`src/rtl/universal_shift_register_pkg.sv`:
```
// Shared definitions for the universal shift register: operating-mode encodings.
package universal_shift_register_pkg;

  localparam logic [1:0] MODE_HOLD = 2'b00;
  localparam logic [1:0] MODE_SHR  = 2'b01;
  localparam logic [1:0] MODE_SHL  = 2'b10;
  localparam logic [1:0] MODE_LOAD = 2'b11;

endpackage

```
`src/rtl/universal_shift_register_shift_cell.sv`:
```
// One storage bit of the universal shift register: 4:1 next-state mux,
// clock enable, synchronous reset to a per-bit value, rising-edge flop.
module shift_cell
  import universal_shift_register_pkg::*;
#(
  parameter logic RESET_BIT = 1'b0
) (
  input  logic       c,
  input  logic       r,
  input  logic       en,
  input  logic [1:0] mode,
  input  logic       from_hi,
  input  logic       from_lo,
  input  logic       d,
  output logic       q
);

  logic q_reg;
  logic q_next;

  // from_hi feeds a right shift (bit i takes bit i+1), from_lo a left shift.
  always_comb begin
    q_next = q_reg;
    if (en) begin
      case (mode)
        MODE_HOLD: q_next = q_reg;
        MODE_SHR:  q_next = from_hi;
        MODE_SHL:  q_next = from_lo;
        MODE_LOAD: q_next = d;
        default:   q_next = q_reg;
      endcase
    end
  end

  always_ff @(posedge c) begin
    if (r) begin
      q_reg <= RESET_BIT;
    end else begin
      q_reg <= q_next;
    end
  end

  assign q = q_reg;

endmodule

```
`src/rtl/universal_shift_register.sv`:
```
// WIDTH-bit universal shift register (hold / shift right / shift left / load)
// assembled from per-bit shift_cell instances.
module universal_shift_register
  import universal_shift_register_pkg::*;
#(
  parameter int               WIDTH       = 8,
  parameter logic [WIDTH-1:0] RESET_VALUE = '0
) (
  input  logic             c,
  input  logic             r,
  input  logic             en,
  input  logic [1:0]       mode,
  input  logic [WIDTH-1:0] d,
  input  logic             sr_in,
  input  logic             sl_in,
  output logic [WIDTH-1:0] Q,
  output logic [WIDTH-1:0] Qn,
  output logic             so_r,
  output logic             so_l
);

  logic [WIDTH-1:0] q_reg;
  logic [WIDTH-1:0] from_hi;
  logic [WIDTH-1:0] from_lo;

  // End cells take the serial inputs as their missing neighbour.
  assign from_hi = {sr_in, q_reg[WIDTH-1:1]};
  assign from_lo = {q_reg[WIDTH-2:0], sl_in};

  generate
    for (genvar gi = 0; gi < WIDTH; gi++) begin : g_cell
      shift_cell #(
        .RESET_BIT(RESET_VALUE[gi])
      ) u_cell (
        .c      (c),
        .r      (r),
        .en     (en),
        .mode   (mode),
        .from_hi(from_hi[gi]),
        .from_lo(from_lo[gi]),
        .d      (d[gi]),
        .q      (q_reg[gi])
      );
    end
  endgenerate

  assign Q    = q_reg;
  assign Qn   = ~q_reg;
  assign so_r = q_reg[0];
  assign so_l = q_reg[WIDTH-1];

endmodule

```
`config.mk`:
```
export PLATFORM = sky130hd
export DESIGN_NAME = universal_shift_register
export DESIGN_NICKNAME = d
export VERILOG_FILES = /design/src/rtl/universal_shift_register_pkg.sv /design/src/rtl/universal_shift_register_shift_cell.sv /design/src/rtl/universal_shift_register.sv
export SDC_FILE = /design/constraint.sdc
export NUM_CORES = 1
export LEC_CHECK = 0
export BUFFER_PORTS_ARGS = -buffer_cell sky130_fd_sc_hd__buf_2
export CAP_MARGIN = 20
export CORE_AREA = 2 2 39 41
export DETAILED_ROUTE_END_ITERATION = 12
export DIE_AREA = 0 0 41 43
export PLACE_DENSITY = 0.82
export SLEW_MARGIN = 0
export SYNTH_ARGS = -nofsm -noshare
export SYNTH_HDL_FRONTEND = slang
export SYNTH_SLANG_ARGS = --single-unit
```
`constraint.sdc`:
```
create_clock -name c -period 2.6 [get_ports c]
set_input_delay 0.13 -clock c [delete_from_list [all_inputs] [get_ports c]]
set_output_delay 0.13 -clock c [all_outputs]
set_load 0.01 [all_outputs]
```
==> metrics.csv, run 1 <==
stage;metric;value;unit
clock_tree;post_cts_buffers;0;
clock_tree;post_cts_resized;0;
placed_design;dp_slack;1.60;ns
power_and_ir_drop;peakVddDrop;203;uV
clock_tree;cts-root-buf;clkbuf_4;
clock_tree;cts_buffers;3;
placed_design;place_area;603;um^2
finish;seqCellArea;160;um^2
die;ios;33;
grt;top_usage_layer;met2;
finish;largest_reg_flops;8;
clock_tree;clockBufferDepth;2;
timing;setup_violations;0;
timing;setup_slack;1.63;ns
worst_setup_path;crit_slowest_cell;dfxtp_1;
logic_synthesis;ys_seq_area_share;32.2;%
route;ant_nets;0;
worst_setup_path;critPathCaptureType;output pin;
die;coreArea;0.00138;mm^2
timing;whs;0.144;ns
finish;fillers;152;
logic_synthesis;netlist_top_cells_area;dfxtp_1 32%, mux2_2 18%, buf_4 12%;
logic_synthesis;syn_area_per_cell;8.16;um^2
route;drc;0;
finish;antenna_cells;0;
grt;grt_overflow;0;
route;drt-initial-drc-count;12;
timing;fin_crit;0.967;ns
die;die_w;41;um
finish;layout.nets;103;
timing;maxSlewViolCount;0;
logic_synthesis;yosysUniqueCellTypes;12;
route;viasPerCell;4.65;
worst_setup_path;path_class;flop to output pin;
timing;worst_slew_pin_slew;0.328;ns
run_status;outcome;finished clean;
placed_design;io_buffer_count;32;
grt;grt_usage;14.4;%
logic_synthesis;syn-num-nets;76;
grt;use_met2;20.0;%
die;die_y;43;um
die;die_area;0.00176;mm^2
clock_tree;clkSinkCount;8;
route;vias;474;
worst_setup_path;cp_slowest_stage_delay;0.39;ns
route;wl;1.11;mm
clock_tree;clk_latency;0.25;ns
die;initial_utilization;36.0;%
power_and_ir_drop;seqPwrFrac;44.4;%
finish;syn_to_final_growth;25.6;%
grt;use_met3;3.14;%
timing;fmax;1030;MHz
logic_synthesis;ys_ff_latch;8;
placed_design;dp_hpwl;829;um
power_and_ir_drop;power.density;521;mW/mm^2
logic_synthesis;synth_warnings;0;
finish;multi_input_area;233;um^2
finish;drive_gt1_share;52.3;%
grt;grt_pass1_vias;415;
worst_setup_path;critPathMaxFanout;5;
finish;fin_area;626;um^2
clock_tree;htree_num_levels;1;
run;max-cap-violations;0;
route;wl_per_cell;10.9;um
timing;fin_setup_tns;0;ns
grt;grt_pass1_wl;1.71;mm
clock_tree;cts_hold_buf;0;
grt;gr-usage-met1;18.7;%
power_and_ir_drop;switchingPower;95.4;uW
logic_synthesis;synth_area;498;um^2
timing;fin_skew;0.00395;ns
timing;rsz0062_at_grt;false;
power_and_ir_drop;p_comb_share;26.9;%
worst_setup_path;worst_setup_path_start_kind;flop;
timing;hold_viol;0;
placed_design;gp_congestion;0.763;
route;dr.pass1.iters;4;
logic_synthesis;synth_top_area_share;32.2;%
power_and_ir_drop;p_leak;0.308;nW
min_path;hp-class;primary input to flop;
power_and_ir_drop;sw_frac_of_total;29.3;%
worst_setup_path;cp_cell_sequence;inv_1 -> buf_2;
die;num_rows;14;
grt;grt_max_degree;11;
worst_setup_path;required;2.47;ns
grt;antenna_found_initial;0;
clock_tree;cts_tree;built;
power_and_ir_drop;pwr-share-clk;28.8;%
logic_synthesis;synth_cells;61;
power_and_ir_drop;p_int;230;uW
worst_setup_path;arrival;0.84;ns
clock_tree;clkTransAtPathRegs;0.06;ns
timing;relSlewSlack;78.1;%
timing;finalCritPeriodShare;37.2;%
logic_synthesis;synth_top_area_cell;dfxtp_1;
logic make-up (layout without fill, tap and decap cells):
| logic type | count (synthesis) | in the layout | synth area share [%] |
|---|---|---|---|
| simple gates | 18 | 18 | 16.8 |
| buf+inv | 18 | 43 | 21.1 |
| compound gates | 9 | 9 | 11.8 |
| mux | 8 | 8 | 18.1 |
| flops | 8 | 8 | 32.2 |
stage by stage:
stage	instances	utilization (%)	power [mW]
2_1_floorplan	61	-	0.211
3_3_place_gp	99	43.6	0.232
3_5_place_dp	99	43.6	0.234
4_1_cts	102	45.2	0.331
5_1_grt	102	45.2	0.347
6_report	102	45.2	0.326
worst max-delay path: cells and delay by family (launching register included):
kind | cells | cell delay (ns)
buffers and inverters | 2 | 0.19
flip-flops | 1 | 0.39
layer usage:
metal  vias up  part of all wire, %  routed length [um]
met5         -                    0                   0
met3         0                  3.6                  40
met1       206                   48                 528
li1        257                    -                   -
met4         0                    0                   0
met2        11                   49                 540
Yosys cell counts:
library cell / number
nand3b_1: 1
buf_4: 8
dfxtp_1: 8
buf_6: 1
nor2_1: 8
o22ai_1: 8
o21a_2: 1
inv_1: 8
nand2_2: 1
nor3_1: 8
mux2_2: 8
buf_1: 1
layout by cell type, fill, tap and decap left out:
master and count:
nand3b_1 1, dfxtp_1 8, nor3_1 8, o22ai_1 8, clkbuf_4 3, nor2_1 8
mux2_2 8, nand2_2 1, o21a_2 1, inv_1 8, buf_2 32
final cells by class:
cell class / instances / area share [%]
clock buffer: 3 / 3.60
inverter: 8 / 4.80
tap: 16 / 3.20
timing repair buffer: 32 / 25.6
sequential: 8 / 25.6
multi-input combinational: 35 / 37.2
power by group through the flow:
stage / logic, mW / clock network (mW) / registers [mW]
final: 0.0876 / 0.0938 / 0.145
after detailed placement: 0.0874 / 0 / 0.147
after floorplan: 0.0655 / 0 / 0.146
after global placement: 0.0864 / 0 / 0.146
after CTS: 0.0876 / 0.0985 / 0.145
after global routing: 0.0971 / 0.104 / 0.146
worst paths after layout:
| path | from | to | slack, ns | depth (start not counted) |
|---|---|---|---|---|
| hold reg to reg | g_cell[7].u_cell.q$_SDFFE_PP0P_ | g_cell[6].u_cell.q$_SDFFE_PP0P_ | 0.53 | 2 |
| setup reg to reg | g_cell[3].u_cell.q$_SDFFE_PP0P_ | g_cell[4].u_cell.q$_SDFFE_PP0P_ | 1.69 | 3 |
| hold / removal | sr_in | g_cell[7].u_cell.q$_SDFFE_PP0P_ | 0.14 | 3 |
| setup / recovery | g_cell[1].u_cell.q$_SDFFE_PP0P_ | Qn[1] | 1.63 | 2 |
(Power assumes the default switching activity.)
==> inputs of run 2 (changes only) <==
- clock period: 2.6 -> 0.9 ns (I/O delays scaled with it)
==> metrics.csv, run 2 (synthesized netlist as in run 1, its figures left out) <==
stage;metric;value;unit;change
run_status;outcome;finished clean;;
timing;finalCritPeriodShare;99.9;%;
die;initial_utilization;36.0;%;unchanged
timing;rsz0062_at_grt;true;;
clock_tree;clkSinkCount;8;;unchanged
finish;seqCellArea;171;um^2;+7.0%
clock_tree;clk_latency;0.26;ns;about the same
clock_tree;cts-root-buf;clkbuf_4;;
finish;final_cell_mix;31 x buf_2, 8 x mux2_2, 8 x nor2_1, 8 x nor3_1;;
route;drt-initial-drc-count;11;;-1
route;viasPerCell;4.81;;+3.5%
worst_setup_path;crit_slowest_cell;dfxtp_2;;
die;coreArea;0.00138;mm^2;unchanged
die;num_rows;14;;unchanged
timing;fin_skew;0.00733;ns;+0.00338 ns
placed_design;dp_hpwl;896;um;+8.1%
clock_tree;clockBufferDepth;2;;unchanged
grt;grt_overflow;0;;unchanged
die;ios;33;;unchanged
finish;fillers;151;;-0.66%
die;die_y;43;um;unchanged
finish;final_common_cell;buf_2;;
finish;final_util;49.9;%;+4.7 points
placed_design;dp_cells;106;;+7.1%
power_and_ir_drop;power.density;1430;mW/mm^2;+180%
finish;fin_area;691;um^2;+10%
timing;maxSlewViolCount;0;;unchanged
route;dr.pass1.iters;4;;unchanged
min_path;hp-class;primary input to flop;;
route;drc;0;;unchanged
timing;setup_violations;0;;unchanged
grt;grt_usage;13.0;%;-1.4 points
clock_tree;htree_num_levels;1;;unchanged
grt;antenna_found_initial;0;;unchanged
grt;grt_pass1_wl;1.59;mm;-7.2%
worst_setup_path;critPathCaptureType;flop;;
timing;whs;0.0564;ns;-0.0878 ns
route;vias;500;;+5.5%
route;ant_nets;0;;unchanged
clock_tree;cts_buffers;3;;unchanged
worst_setup_path;critPathMaxFanout;5;;unchanged
worst_setup_path;arrival;1.03;ns;+0.19 ns
timing;fmax;1110;MHz;
route;wl;1.21;mm;+9.5%
finish;largest_reg_flops;8;;unchanged
clock_tree;clkTransAtPathRegs;0.05;ns;about the same
die;die_w;41;um;unchanged
placed_design;io_buffer_count;32;;unchanged
worst_setup_path;cp_slowest_stage_delay;0.34;ns;-0.05 ns
finish;drive_gt1_share;68.2;%;+16 points
placed_design;place_area;656;um^2;+8.7%
clock_tree;post_cts_buffers;0;;unchanged
timing;worst_slew_pin_slew;0.315;ns;-0.0125 ns
finish;syn_to_final_growth;38.7;%;
worst_setup_path;worst_setup_path_start_kind;flop;;
grt;grt_pass1_vias;406;;-2.2%
placed_design;gp_congestion;0.754;;-1.1%
worst_setup_path;required;1.03;ns;-1.44 ns
finish;instances_no_fill;104;;+2.0%
finish;layout.nets;105;;+1.9%
grt;grt_max_degree;11;;unchanged
die;die_area;0.00176;mm^2;unchanged
worst_setup_path;path_class;flop to flop;;
run;max-cap-violations;0;;unchanged
timing;hold_viol;0;;unchanged
worst_setup_path;cp_cell_sequence;mux2_2 -> o22ai_2 -> nor3_1;;
finish;multi_input_area;258;um^2;+11%
timing;fin_crit;0.899;ns;
clock_tree;cts_tree;built;;
finish;antenna_cells;0;;unchanged
timing;relSlewSlack;78.9;%;+0.84 points
power_and_ir_drop;peakVddDrop;908;uV;+350%
route;wl_per_cell;11.7;um;+7.4%
power_and_ir_drop;p_leak;0.337;nW;+9.4%
## run 2: worst max-delay path: cells and delay by family (launching register included)
kind,cells,cell delay (ns)
flip-flops,1,0.34
multiplexers,1,0.27
AO/OA/AOI/OAI,1,0.10
AND/OR/NAND/NOR,1,0.07
## run 2: metal layers
layer / share of wire (%) / global-route usage [%] / vias to the layer above
li1: - / - / 257
met3: 8.5 / 5.24 / 0
met1: 40 / 16.4 / 221
met4: 0 / 4.00 / 0
met2: 52 / 19.4 / 22
met5: 0 / 0 / -
## run 2: cell type report
cell class | count | area share (%)
sequential | 8 | 24.8
multi-input combinational | 35 | 37.3
timing repair buffer | 34 | 27.4
clock buffer | 3 | 3.26
tap | 16 | 2.90
inverter | 8 | 4.35
## run 2: worst paths after layout
check,endpoint,start,slack (ns),cells past startpoint
worst min register to register,g_cell[5].u_cell.q$_SDFFE_PP0P_,g_cell[6].u_cell.q$_SDFFE_PP0P_,0.52,2
worst max-delay path,g_cell[6].u_cell.q$_SDFFE_PP0P_,g_cell[5].u_cell.q$_SDFFE_PP0P_,0.001,3
worst min-delay path,g_cell[7].u_cell.q$_SDFFE_PP0P_,sr_in,0.06,3
worst max register to register,g_cell[6].u_cell.q$_SDFFE_PP0P_,g_cell[5].u_cell.q$_SDFFE_PP0P_,0.001,3
## run 2: timing repair
action | CTS | global route
endpoints found under the hold margin | 0 | 0
endpoints found under the setup margin | 6 | 10
hold buffers | 0 | 0
gates resized for setup | 7 | 10
## run 2: report_power, final
part | total [mW] | internal [mW] | switching (mW)
clock | 0.271 | 0.152 | 0.119
sequential | 0.421 | 0.388 | 0.0323
combinational | 0.298 | 0.158 | 0.141
## run 2: through the flow
stage | power (mW) | setup WS [ns] | TNS (ns)
floorplan | 0.610 | 0.0127 | 0
global placement | 0.707 | -0.00000122 | -0.00000122
detailed placement | 0.713 | -0.0189 | -0.120
CTS | 0.970 | 0.00237 | 0
global route | 1.04 | -0.0252 | -0.0963
finish | 0.990 | 0.00134 | 0
==> inputs of run 3 (changes only) <==
- ABC_AREA: unset -> 1
- CORE_AREA: 2 2 39 41 -> unset
- CORE_UTILIZATION: unset -> 43
- DIE_AREA: 0 0 41 43 -> unset
- PLACE_DENSITY: 0.82 -> 0.85
==> metrics.csv, run 3 <==
stage;metric;value;unit;change
run_status;outcome;finished clean;;
power_and_ir_drop;power.density;1330;mW/mm^2;-7.0%
logic_synthesis;synth_area;647;um^2;+30%
route;wl;1.51;mm;+25%
logic_synthesis;yosysUniqueCellTypes;10;;-2
power_and_ir_drop;peakVddDrop;650;uV;-28%
grt;grt_pass1_wl;2.33;mm;+47%
logic_synthesis;post-synth-top-count-cell;nand2_1;;
finish;syn_to_final_growth;18.8;%;
finish;antenna_cells;0;;unchanged
logic_synthesis;syn_area_per_cell;6.16;um^2;-25%
worst_setup_path;arrival;0.80;ns;-0.23 ns
route;dr.pass1.iters;4;;unchanged
clock_tree;cts-root-buf;clkbuf_4;;
worst_setup_path;crit_slowest_cell;dfxtp_2;;
die;num_rows;13;;-1
die;die_area;0.00166;mm^2;-5.6%
power_and_ir_drop;seqPwrFrac;40.7;%;-1.8 points
logic_synthesis;synth_cells;105;;+72%
timing;maxSlewViolCount;0;;unchanged
logic_synthesis;synth_edf_count;0;;unchanged
min_path;hp-class;primary input to flop;;
placed_design;gp_congestion;0.857;;+14%
logic_synthesis;netlist_top_cells_area;dfxtp_1 25%, nand3_1 19%, nand2_1 18%;;
route;viasPerCell;4.83;;+0.39%
clock_tree;clk_latency;0.26;ns;about the same
finish;largest_reg_flops;8;;unchanged
finish;drive_gt1_share;38.0;%;-30 points
clock_tree;cts_buffers;3;;unchanged
worst_setup_path;cp.depth;2;;-1
grt;antenna_found_initial;0;;unchanged
power_and_ir_drop;power.total;1.02;mW;+3.4%
worst_setup_path;path_class;flop to output pin;;
power_and_ir_drop;switchingPower;354;uW;+21%
die;coreArea;0.00135;mm^2;-2.4%
worst_setup_path;worst_setup_path_start_kind;flop;;
logic_synthesis;yosys-top-cells-count;31 x nand2_1, 24 x nand3_1, 16 x nor2_1, 10 x buf_4, 9 x inv_1;;
timing;worst_slew_pin_slew;0.268;ns;-0.0472 ns
timing;relSlewSlack;82.1;%;+3.2 points
die;initial_utilization;47.9;%;+12 points
route;vias;695;;+39%
timing;setup_violations;0;;unchanged
power_and_ir_drop;p_leak;0.437;nW;+30%
logic_synthesis;syn-num-nets;120;;+58%
timing;fin_setup_tns;0;ns;unchanged
logic_synthesis;ys_ff_latch;8;;unchanged
worst_setup_path;critPathCaptureType;output pin;;
timing;fmax;1180;MHz;+5.9%
clock_tree;htree_num_levels;1;;unchanged
placed_design;dp_hpwl;1.09;mm;+21%
route;ant_nets;0;;unchanged
grt;grt_usage;21.7;%;+8.8 points
clock_tree;clockBufferDepth;2;;unchanged
die;die_y;40.8;um;-5.2%
clock_tree;clkTransAtPathRegs;0.07;ns;+0.02 ns
timing;finalCritPeriodShare;94.3;%;-5.6 points
worst_setup_path;critPathMaxFanout;4;;-1
route;drc;0;;unchanged
logic_synthesis;ys_seq_area_share;24.8;%;-7.4 points
logic_synthesis;synth_warnings;0;;unchanged
timing;fin_skew;0.00902;ns;+0.00169 ns
logic_synthesis;synth_top_area_share;24.8;%;-7.4 points
power_and_ir_drop;p_int;670;uW;-4.0%
finish;final_common_cell;buf_2;;
die;die_w;40.8;um;-0.52%
logic_synthesis;synthFlopType;dfxtp_1;;
finish;final_util;56.9;%;+7.0 points
route;drt-initial-drc-count;13;;+2
run;max-cap-violations;0;;unchanged
clock_tree;post_cts_resized;1;;-6
worst_setup_path;cp_cell_sequence;inv_1 -> buf_2;;
timing;hold_viol;0;;unchanged
min_path;whs_path_depth;5;;+2
logic_synthesis;synth_top_area_cell;dfxtp_1;;
logic_synthesis;async_reset_ff_share;0;%;unchanged
worst_setup_path;path_delay_family;flip-flops;;
clock_tree;post_cts_buffers;0;;unchanged
die;ios;33;;unchanged
power_and_ir_drop;sw_frac_of_total;34.5;%;+5.1 points
power_and_ir_drop;pwr-share-clk;28.8;%;+1.4 points
timing;rsz0062_at_grt;false;;
finish;instances_no_fill;144;;+38%
route;wl_per_cell;10.5;um;-10%
worst_setup_path;cp_slowest_stage_delay;0.36;ns;+0.02 ns
clock_tree;cts_tree;built;;
worst_setup_path;required;0.85;ns;-0.18 ns
grt;grt_max_degree;10;;-1
placed_design;dp_cells;141;;+33%
grt;grt_pass1_vias;536;;+32%
clock_tree;cts_hold_buf;0;;unchanged
worst_setup_path;reg2regPathDepth;4;;+1
finish;layout.nets;146;;+39%
timing;fin_crit;0.849;ns;-0.0501 ns
finish;final_cell_mix;32 x buf_2, 31 x nand2_1, 24 x nand3_1;;
worst_setup_path;timing.critical_path.buf_inv;2;;+2
power_and_ir_drop;p_comb_share;30.4;%;+0.3 points
clock_tree;clkSinkCount;8;;unchanged
grt;grt_overflow;0;;unchanged
placed_design;io_buffer_count;32;;unchanged
run 3: changes by cell type after synthesis, moves of 8 or more:
| cell | delta |
|---|---|
| nand2_1 | +31 |
| nand3_1 | +24 |
| mux2_2 | -8 |
| nor2_1 | +8 |
| nor3_1 | -8 |
| o22ai_1 | -8 |
run 3: final timing paths:
kind,end,from,slack (ns)
worst max-delay path,Qn[3],g_cell[3].u_cell.q$_SDFFE_PP0P_,0.05
worst min-delay path,g_cell[2].u_cell.q$_SDFFE_PP0P_,d[2],0.11
worst max register to register,g_cell[7].u_cell.q$_SDFFE_PP0P_,g_cell[6].u_cell.q$_SDFFE_PP0P_,0.17
worst min register to register,g_cell[2].u_cell.q$_SDFFE_PP0P_,g_cell[2].u_cell.q$_SDFFE_PP0P_,0.55
run 3: stage by stage:
| step | hold WS [ns] | cell area, um^2 | setup slack [ns] |
|---|---|---|---|
| 2_1_floorplan | 0.275 | 647 | 0.146 |
| 3_3_place_gp | 0.375 | 736 | 0.0824 |
| 3_5_place_dp | 0.383 | 736 | 0.0721 |
| 4_1_cts | 0.109 | 759 | 0.00279 |
| 5_1_grt | 0.145 | 768 | 0.00661 |
| 6_report | 0.115 | 768 | 0.0514 |
run 3: layer usage:
metal	wire [um]	track usage (%)	up-vias
met1	680	26.2	295
met4	8	12.5	0
met3	115	5.43	2
met2	708	34.4	29
met5	0	0	-
li1	-	-	369
run 3: final cells by class:
type	count	area (um^2)
repair buffers	33	168
multi-input cells	74	343
inverters	11	46.3
clock buffers	3	22.5
flip-flops and latches	8	170
well taps	15	18.8
fillers	147	582
run 3: power by group through the flow:
stage / Combinational, mW / Sequential [mW] / Clock [mW]
finish: 0.311 / 0.417 / 0.295
global route: 0.352 / 0.422 / 0.323
CTS: 0.312 / 0.412 / 0.304
detailed placement: 0.310 / 0.419 / 0
global placement: 0.308 / 0.418 / 0
floorplan: 0.246 / 0.416 / 0
run 3: tightest hold or removal path, stage by stage:
cell and delay (ns):
buf_2 0.07, nand3_1 0.05, nand2_1 0.06, nor2_1 0.04, nor2_1 0.07
run 3: logic make-up (layout without fill, tap and decap cells):
family                 after synthesis  count (layout)  share of synthesized area (%)
AND/OR/NAND/NOR                     74              74                           53.0
buffers and inverters               23              47                           22.2
flip-flops                           8               8                           24.8
